$ cat src/rtl/acc_cpu_sequencer.sv
// Fetch/decode/execute sequencer for the 8-bit accumulator CPU: owns PC, IR, MBR, AC.
// Optional CPU_SINGLE_STEP_EN adds a step input and a STEP_WAIT pause after each instruction.
module acc_cpu_sequencer #(
    parameter int          ADDR_WIDTH = 8,
    parameter int          DATA_WIDTH = 8,
    parameter logic [3:0]  ALU_ADD    = 4'h3,
    parameter logic [3:0]  ALU_SUB    = 4'h4
) (
    input  logic                  clk,
    input  logic                  rst,
    input  logic                  start,
`ifdef CPU_SINGLE_STEP_EN
    input  logic                  step,
`endif
    output logic [ADDR_WIDTH-1:0] mem_addr,
    output logic [DATA_WIDTH-1:0] mem_wdata,
    input  logic [DATA_WIDTH-1:0] mem_rdata,
    output logic                  mem_cs,
    output logic                  mem_we,
    output logic                  mem_oe,
    output logic [DATA_WIDTH-1:0] alu_a,
    output logic [DATA_WIDTH-1:0] alu_b,
    output logic [3:0]            alu_mode,
    input  logic [DATA_WIDTH-1:0] alu_s,
    output logic [ADDR_WIDTH-1:0] pc_out,
    output logic [DATA_WIDTH-1:0] ac_out,
    output logic                  busy,
    output logic                  halted
);

    localparam logic [3:0] OP_LOAD  = 4'h1;
    localparam logic [3:0] OP_STORE = 4'h2;
    localparam logic [3:0] OP_ADD   = 4'h3;
    localparam logic [3:0] OP_SUB   = 4'h4;
    localparam logic [3:0] OP_HALT  = 4'h7;
    localparam logic [3:0] OP_SKIP  = 4'h8;
    localparam logic [3:0] OP_JUMP  = 4'h9;
    localparam logic [3:0] OP_CLEAR = 4'hA;

    typedef enum logic [3:0] {
        S_IDLE,
        S_F1,
        S_F2,
        S_F3,
        S_F4,
        S_E1,
        S_E2,
        S_E3,
        S_HALTED
`ifdef CPU_SINGLE_STEP_EN
        , S_STEP_WAIT
`endif
    } state_t;

    state_t                state_reg;
    logic [ADDR_WIDTH-1:0] pc_reg;
    logic [ADDR_WIDTH-1:0] pc_next;
    // Only the opcode and skip-condition fields of IRA are ever consumed.
    logic [3:0]            ira_op_reg;
    logic [1:0]            ira_cc_reg;
    logic [DATA_WIDTH-1:0] irb_reg;
    logic [DATA_WIDTH-1:0] mbr_reg;
    logic [DATA_WIDTH-1:0] ac_reg;
    logic                  skip_take;
    logic                  exec_done;

    assign alu_a  = ac_reg;
    assign alu_b  = mbr_reg;
    assign pc_out = pc_reg;
    assign ac_out = ac_reg;

    // AC is treated as two's complement for the skip test.
    always_comb begin
        skip_take = 1'b0;
        case (ira_cc_reg)
            2'b00:   skip_take = ac_reg[DATA_WIDTH-1];
            2'b01:   skip_take = (ac_reg == '0);
            2'b10:   skip_take = (ac_reg != '0) && !ac_reg[DATA_WIDTH-1];
            default: skip_take = 1'b0;
        endcase
    end

    always_comb begin
        pc_next = pc_reg;
        case (state_reg)
            S_F2, S_F4: pc_next = pc_reg + ADDR_WIDTH'(1);
            S_E1: begin
                if (ira_op_reg == OP_SKIP && skip_take)
                    pc_next = pc_reg + ADDR_WIDTH'(2);
                else if (ira_op_reg == OP_JUMP)
                    pc_next = ADDR_WIDTH'(irb_reg);
            end
            default: ;
        endcase
    end

    // High in the last execute cycle of every instruction that returns to fetch.
    always_comb begin
        exec_done = 1'b0;
        case (state_reg)
            S_E1:    exec_done = !(ira_op_reg inside {OP_LOAD, OP_ADD, OP_SUB, OP_HALT});
            S_E2:    exec_done = (ira_op_reg == OP_LOAD);
            S_E3:    exec_done = 1'b1;
            default: exec_done = 1'b0;
        endcase
    end

    always_ff @(posedge clk) begin
        if (rst) begin
            state_reg  <= S_IDLE;
            pc_reg     <= '0;
            ira_op_reg <= '0;
            ira_cc_reg <= '0;
            irb_reg    <= '0;
            mbr_reg    <= '0;
            ac_reg     <= '0;
            mem_addr   <= '0;
            mem_wdata  <= '0;
            mem_cs     <= 1'b0;
            mem_we     <= 1'b0;
            mem_oe     <= 1'b0;
            alu_mode   <= '0;
            busy       <= 1'b0;
            halted     <= 1'b0;
        end else begin
            mem_cs <= 1'b0;
            mem_we <= 1'b0;
            mem_oe <= 1'b0;
            pc_reg <= pc_next;

            // Memory strobes are registered: each transition sets up the next state's bus cycle.
            case (state_reg)
                S_IDLE: begin
                    if (start) begin
                        state_reg <= S_F1;
                        busy      <= 1'b1;
                        mem_addr  <= pc_next;
                        mem_cs    <= 1'b1;
                        mem_oe    <= 1'b1;
                    end
                end
                S_F1: state_reg <= S_F2;
                S_F2: begin
                    ira_op_reg <= mem_rdata[7:4];
                    ira_cc_reg <= mem_rdata[1:0];
                    state_reg  <= S_F3;
                    mem_addr   <= pc_next;
                    mem_cs     <= 1'b1;
                    mem_oe     <= 1'b1;
                end
                S_F3: state_reg <= S_F4;
                S_F4: begin
                    irb_reg   <= mem_rdata;
                    state_reg <= S_E1;
                    if (ira_op_reg inside {OP_LOAD, OP_ADD, OP_SUB}) begin
                        mem_addr <= ADDR_WIDTH'(mem_rdata);
                        mem_cs   <= 1'b1;
                        mem_oe   <= 1'b1;
                    end else if (ira_op_reg == OP_STORE) begin
                        mem_addr  <= ADDR_WIDTH'(mem_rdata);
                        mem_wdata <= ac_reg;
                        mem_cs    <= 1'b1;
                        mem_we    <= 1'b1;
                    end
                end
                S_E1: begin
                    if (ira_op_reg == OP_HALT) begin
                        state_reg <= S_HALTED;
                        busy      <= 1'b0;
                        halted    <= 1'b1;
                    end else if (ira_op_reg == OP_CLEAR) begin
                        ac_reg <= '0;
                    end else if (ira_op_reg inside {OP_LOAD, OP_ADD, OP_SUB}) begin
                        state_reg <= S_E2;
                    end
                end
                S_E2: begin
                    if (ira_op_reg == OP_LOAD) begin
                        ac_reg <= mem_rdata;
                    end else begin
                        mbr_reg   <= mem_rdata;
                        alu_mode  <= (ira_op_reg == OP_SUB) ? ALU_SUB : ALU_ADD;
                        state_reg <= S_E3;
                    end
                end
                S_E3: ac_reg <= alu_s;
                S_HALTED: ;
`ifdef CPU_SINGLE_STEP_EN
                S_STEP_WAIT: begin
                    if (step) begin
                        state_reg <= S_F1;
                        mem_addr  <= pc_next;
                        mem_cs    <= 1'b1;
                        mem_oe    <= 1'b1;
                    end
                end
`endif
                default: state_reg <= S_IDLE;
            endcase

            if (exec_done) begin
`ifdef CPU_SINGLE_STEP_EN
                state_reg <= S_STEP_WAIT;
`else
                state_reg <= S_F1;
                mem_addr  <= pc_next;
                mem_cs    <= 1'b1;
                mem_oe    <= 1'b1;
`endif
            end
        end
    end

endmodule

$ cat config.mk
export PLATFORM = sky130hd
export DESIGN_NAME = acc_cpu_sequencer
export DESIGN_NICKNAME = d
export VERILOG_FILES = /design/src/rtl/acc_cpu_sequencer.sv
export SDC_FILE = /design/constraint.sdc
export NUM_CORES = 1
export LEC_CHECK = 0
export ABC_AREA = 1
export BUFFER_PORTS_ARGS = -buffer_cell sky130_fd_sc_hd__buf_2
export CORE_ASPECT_RATIO = 0.5
export CORE_MARGIN = 5
export CORE_UTILIZATION = 48
export CTS_CLUSTER_DIAMETER = 30
export DETAILED_ROUTE_END_ITERATION = 10
export PLACE_DENSITY = 0.76
export SYNTH_ARGS = -nofsm -noshare
export SYNTH_HDL_FRONTEND = slang
export SYNTH_SLANG_ARGS = --single-unit
$ cat constraint.sdc
create_clock -name clk -period 1.71 [get_ports clk]
set_clock_uncertainty 0.2 [all_clocks]
set_input_delay 0.171 -clock clk [delete_from_list [all_inputs] [get_ports clk]]
set_output_delay 0.171 -clock clk [all_outputs]
set_load 0.02 [all_outputs]
**Yosys cells after proc, flatten, opt, wreduce, memory -nomap -nowiden**

Index checks and enable logic that the tools add are counted.

- Logic and storage cells: 112
- Input bits: 19
- Bits in registers: 67
- Output and inout bits: 57

- Reductions and logical operators: 25
- Bitwise operators: 4
- Add/subtract/negate cells: 2
- Eq/ne operators: 32
- Mux-type cells: 33

Operators by type and width:

| operator | number |
|---|---|
| 8-bit 2-to-1 mux | 9 |
| 8-bit one-hot mux with 3 select lines | 2 |
| 4-bit one-hot mux with 8 select lines | 1 |
| 4-bit by 3-bit equality test with 1-bit output (second input constant) | 6 |
| 4-bit 2-to-1 mux | 5 |
| 4-bit by 2-bit equality test with 1-bit output (second input constant) | 4 |
| 4-bit equality test (second input constant) | 4 |
| 8-bit one-hot mux with 2 select lines | 1 |
| 2-bit inequality test (second input constant) | 6 |
| 3-bit inequality test (second input constant) | 4 |
| 4-bit inequality test (second input constant) | 3 |
| 1-bit one-hot mux with 3 select lines | 4 |
| 5-bit AND reduction | 2 |
| 1-bit 2-to-1 mux | 9 |
| 3-bit AND reduction | 3 |
| 8-bit by 1-bit adder with 8-bit output (second input constant) | 1 |
| 8-bit by 2-bit adder with 8-bit output (second input constant) | 1 |
| 4-bit by 1-bit equality test with 1-bit output (second input constant) | 2 |
| 8-bit logical NOT | 1 |
| 4-bit nonzero test | 2 |
| 8-bit nonzero test | 1 |
| 3-bit nonzero test | 2 |
| 2-bit OR reduction | 3 |
| 4-bit logical NOT | 1 |
| other kinds (13) | 19 |

**Logic depth before layout (Yosys ltp)**

- Word-level depth: 9
- Depth in mapped cells: 12
- Depth with buffers taken out: 12

**Worst setup path before layout**

Ideal clock, no wire load.

- Path kind: register to register
- From: register pc_reg[2], in the netlist pc_out[2]
- To: register mem_addr[7]
- Path slack: -0.123 ns
- Stages on the path, launching flop included: 9
- Buffers on the path: 0
- Arrival: 1.514 ns
- Period minus slack after synthesis: 1.833 ns
- Path through: dfxtp_1 ha_1 nand3_1 nor2_1 nand4_1 a21oi_1 nand2_1 nand2_1 a21oi_1

- Word-level cells in the longest chain between the ends: 6

RTL lines:

| item | RTL line | text |
|---|---|---|
| start, declared | 56 | `logic [ADDR_WIDTH-1:0] pc_reg;` |
| start signal, assigned | 129 | `pc_reg <= pc_next;` |
| 8-bit by 2-bit adder with 8-bit output | 89 | `pc_next = pc_reg + ADDR_WIDTH'(2);` |
| 8-bit 2-to-1 mux | 88 | `if (ira_op_reg == OP_SKIP && skip_take)` |
| 8-bit one-hot mux with 2 select lines * | 85 | `case (state_reg)` |
| 8-bit 2-to-1 mux | 134 | `if (start) begin` |
| 8-bit one-hot mux with 3 select lines | 132 | `case (state_reg)` |
| 8-bit 2-to-1 mux * | 201 | `if (exec_done) begin` |
| end signal, assigned | 137 | `mem_addr <= pc_next;` |
| end signal, assigned | 147 | `mem_addr <= pc_next;` |
| end signal, assigned | 206 | `mem_addr <= pc_next;` |
| end, declared | 15 | `output logic [ADDR_WIDTH-1:0] mem_addr,` |

Mark *: on every way between the ends. The rest lies on a longest branch, timed or not. The select of a mux whose other input is x is not followed.
A chain may end at the register's enable or synchronous reset.

**Worst setup path after layout**

- From: register state_reg[3]
- To: register mem_addr[5]

- Word-level cells in the longest chain between the ends: 6

RTL lines:

| item | RTL line | text |
|---|---|---|
| start, declared | 55 | `state_t state_reg;` |
| start signal, assigned | 110 | `state_reg <= S_IDLE;` |
| start signal, assigned | 135 | `state_reg <= S_F1;` |
| start signal, assigned | 142 | `S_F1: state_reg <= S_F2;` |
| 4-bit by 3-bit equality test with 1-bit output or 4-bit by 2-bit equality test with 1-bit output (tied branches) | 85, 132 |  |
| 2-bit OR reduction | 85 |  |
| 8-bit one-hot mux with 2 select lines | 85 |  |
| 8-bit 2-to-1 mux | 134 |  |
| 8-bit one-hot mux with 3 select lines | 132 |  |
| 8-bit 2-to-1 mux | 201 |  |

Parallel ways exist; a longest one is shown, timed or not. The select of a mux whose other input is x is not followed.

==> flow_summary.ini <==
[run_status]
status = finished, violations left
violations = setup timing

[worst_setup_path]
slowest_delay_ps = 360
cp_max_fo = 8
ff2ff_setup_slack_ps = -140
start_kind = flop
arrival_ps = 1870
crit_chain = nor2_4, inv_4, nor2_4, nor2_2, a21oi_2, o21ai_4, nand2_4, clkinv_8, nor2_4, a21oi_2
worstSetupEndpointType = flop
r2r_cells = 10
cp.required_ps = 1730
critPathKind = reg -> reg
critPathSlowestCell = dfxtp_4
crit_top_cell = nor2_4

[power]
p_leak_nw = 2.170
power_density_nw_per_um2 = 854.5
ir_drop_v = 0.0003699
fin_total_pwr_mw = 4.042

[clock_tree]
clk_latency_ps = 340
cts-root-buf = clkbuf_16
clk_pin_slew_ps = 60
cts_tree = done
cts_max_path_buffers = 2
cts_made_buffers = 9
cts_sinks = 65
ctsHtreeMaxLevel = 3

[sta]
setup_viol = 14
slew_violations = 0
rsz0062_at_grt = yes
worst_slack_ps = -138.7
fin_crit_sh = 1.081
timing.fmax_mhz = 540.9
period_needed_ps = 1849
hold_violations = 0
tns_ps = -1078

[final_layout]
register_area_sq_um = 1323
nNetsFinal = 605
fillers = 474
drive_above_1_share = 0.4177
finish.instance_area_sq_um = 4731
multi_input_area_sq_um = 1802
final_common_cell = buf_2
final_cell_mix = buf_2 (74), nand2_1 (60), dfxtp_1 (54)
area_growth_pct = 48.74
diodes = 0

[yosys]
synth_fp_nets = 477
synth_seq_cells = 65
netlist_area_sq_um = 3181
yosysWarnings = 0
synth_cell_types = 33
synth.area.top_cells = dfxtp_1 (41%), a21oi_1 (8.7%), nand2_1 (8.3%)
syn_area_per_cell_sq_um = 6.975
synth.yosys.seq_area_share = 0.4091
synth_top_area_share = 0.4091
synth_area_leader_cell = dfxtp_1
synthCells = 456

[detailed_routing]
wire_per_inst_microns = 15.46
wl_microns = 10530
dr.pass1.iters = 5
antenna_left = 0
drc = 0
drt_iter0_drc = 394
post_drt_via_cell_ratio = 5.349
num_vias = 3643

[global_route]
grt_first_pass_wirelength_microns = 15000
grt-ovfl-total = 0
grt_max_degree = 35
antenna_found_initial = 0
grt_use_total = 0.2248
grt_pass1_vias = 3064

[worst_hold_path]
hold_path_depth = 5
min_path_type = in -> reg

[placed_design]
io_buffers = 74
hpwl_microns = 6493
gp_congestion = 0.9399
place_area_sq_um = 3909

[floorplanning]
start_util = 0.4842
chipHeight_microns = 67.56
fp-row-count = 21
design.portCount = 76
coreArea_sq_um = 6569
die_area_sq_um = 8453
chipWidth_microns = 125.1

[run]
drv_cap = 0
==> per-stage QoR <==
step	setup WS, ps	std cells	hold WS [ps]	utilization
global placement	-119.8	642	247.7	0.5950
floorplan	3.166	456	144.3	-
global route	-173.7	681	62.97	0.7202
finish	-138.7	681	27.22	0.7202
detailed placement	-142.0	642	259.1	0.5950
CTS	-32.02	675	17.85	0.6766
==> path summary, 6_finish.rpt <==
| kind | to | startpoint |
|---|---|---|
| min | ac_out[7]$_SDFFE_PP0P_ | alu_s[7] |
| max reg2reg | mem_addr[5]$_SDFFE_PP0P_ | state_reg[3]$_SDFFE_PP0P_ |
| min reg2reg | busy$_SDFFE_PP0P_ | busy$_SDFFE_PP0P_ |
| max | mem_addr[5]$_SDFFE_PP0P_ | state_reg[3]$_SDFFE_PP0P_ |
==> metal layers <==
metal | GRT usage | up-vias | part of all wire
li1 | - | 1744 | -
met1 | 0.3076 | 1690 | 0.44
met2 | 0.3483 | 178 | 0.44
met3 | 0.06556 | 31 | 0.094
met4 | 0.06486 | 0 | 0.024
met5 | 0 | - | 0
==> Yosys cell counts <==
cell type,instances
nor3_1,3
a22oi_1,2
nand3_1,21
ha_1,2
nor2_2,1
nand2_2,6
o21ai_1,1
a21oi_1,55
xor2_1,5
dfxtp_1,65
a32oi_1,1
xnor2_1,1
nor2_4,3
inv_1,48
nand3_2,1
o211ai_1,2
nand4_1,5
o21ai_2,2
inv_2,9
clkbuf_1,9
o2111ai_2,1
a31oi_1,2
buf_1,1
clkinv_4,1
conb_1,1
o21ai_0,52
a211oi_1,9
buf_4,10
nand2_1,70
nor2_1,59
nand2_4,1
buf_2,6
or2_1,1
==> worst max-delay path, delay by kind of cell, from the launching register on <==
family / cells / cell delay (ps)
compound gates: 3 / 360
simple gates: 5 / 620
flops: 1 / 360
buf+inv: 2 / 170
==> where the power goes <==
group	leakage, nW	switching [mW]	total [mW]	internal [mW]
logic	1.52	0.470	0.750	0.280
clock network	0.122	0.687	1.66	0.975
registers	0.533	0.0468	1.63	1.58
total	2.17	1.20	4.04	2.84
==> area by class of cell <==
type / count / share of cell area
timing repair buffer: 142 / 0.2058
clock inverter: 5 / 0.006876
sequential: 65 / 0.2796
tap: 92 / 0.02433
inverter: 58 / 0.05342
clock buffer: 11 / 0.04919
multi-input combinational: 308 / 0.3809
==> cells by family after synthesis <==
family | count (synthesis) | synth area share
AOI/OAI and AO/OA | 127 | 0.2175
xor gates and xnor gates | 6 | 0.01652
adders and majority gates | 2 | 0.007867
buffers and inverters | 84 | 0.1149
DFF | 65 | 0.4091
other | 1 | 0.001179
and+or+nand+nor | 171 | 0.2329
==> timing repair <==
item / in CTS / in global routing
gates resized for setup: 36 / 84
endpoints found under the hold margin: 12 / 0
setup endpoints to repair: 20 / 48
gates cloned: 1 / 0
hold buffers: 9 / 0
setup buffers: 7 / 6
pin swaps: 14 / 33
No activity file was read; power rests on OpenSTA's default activity.
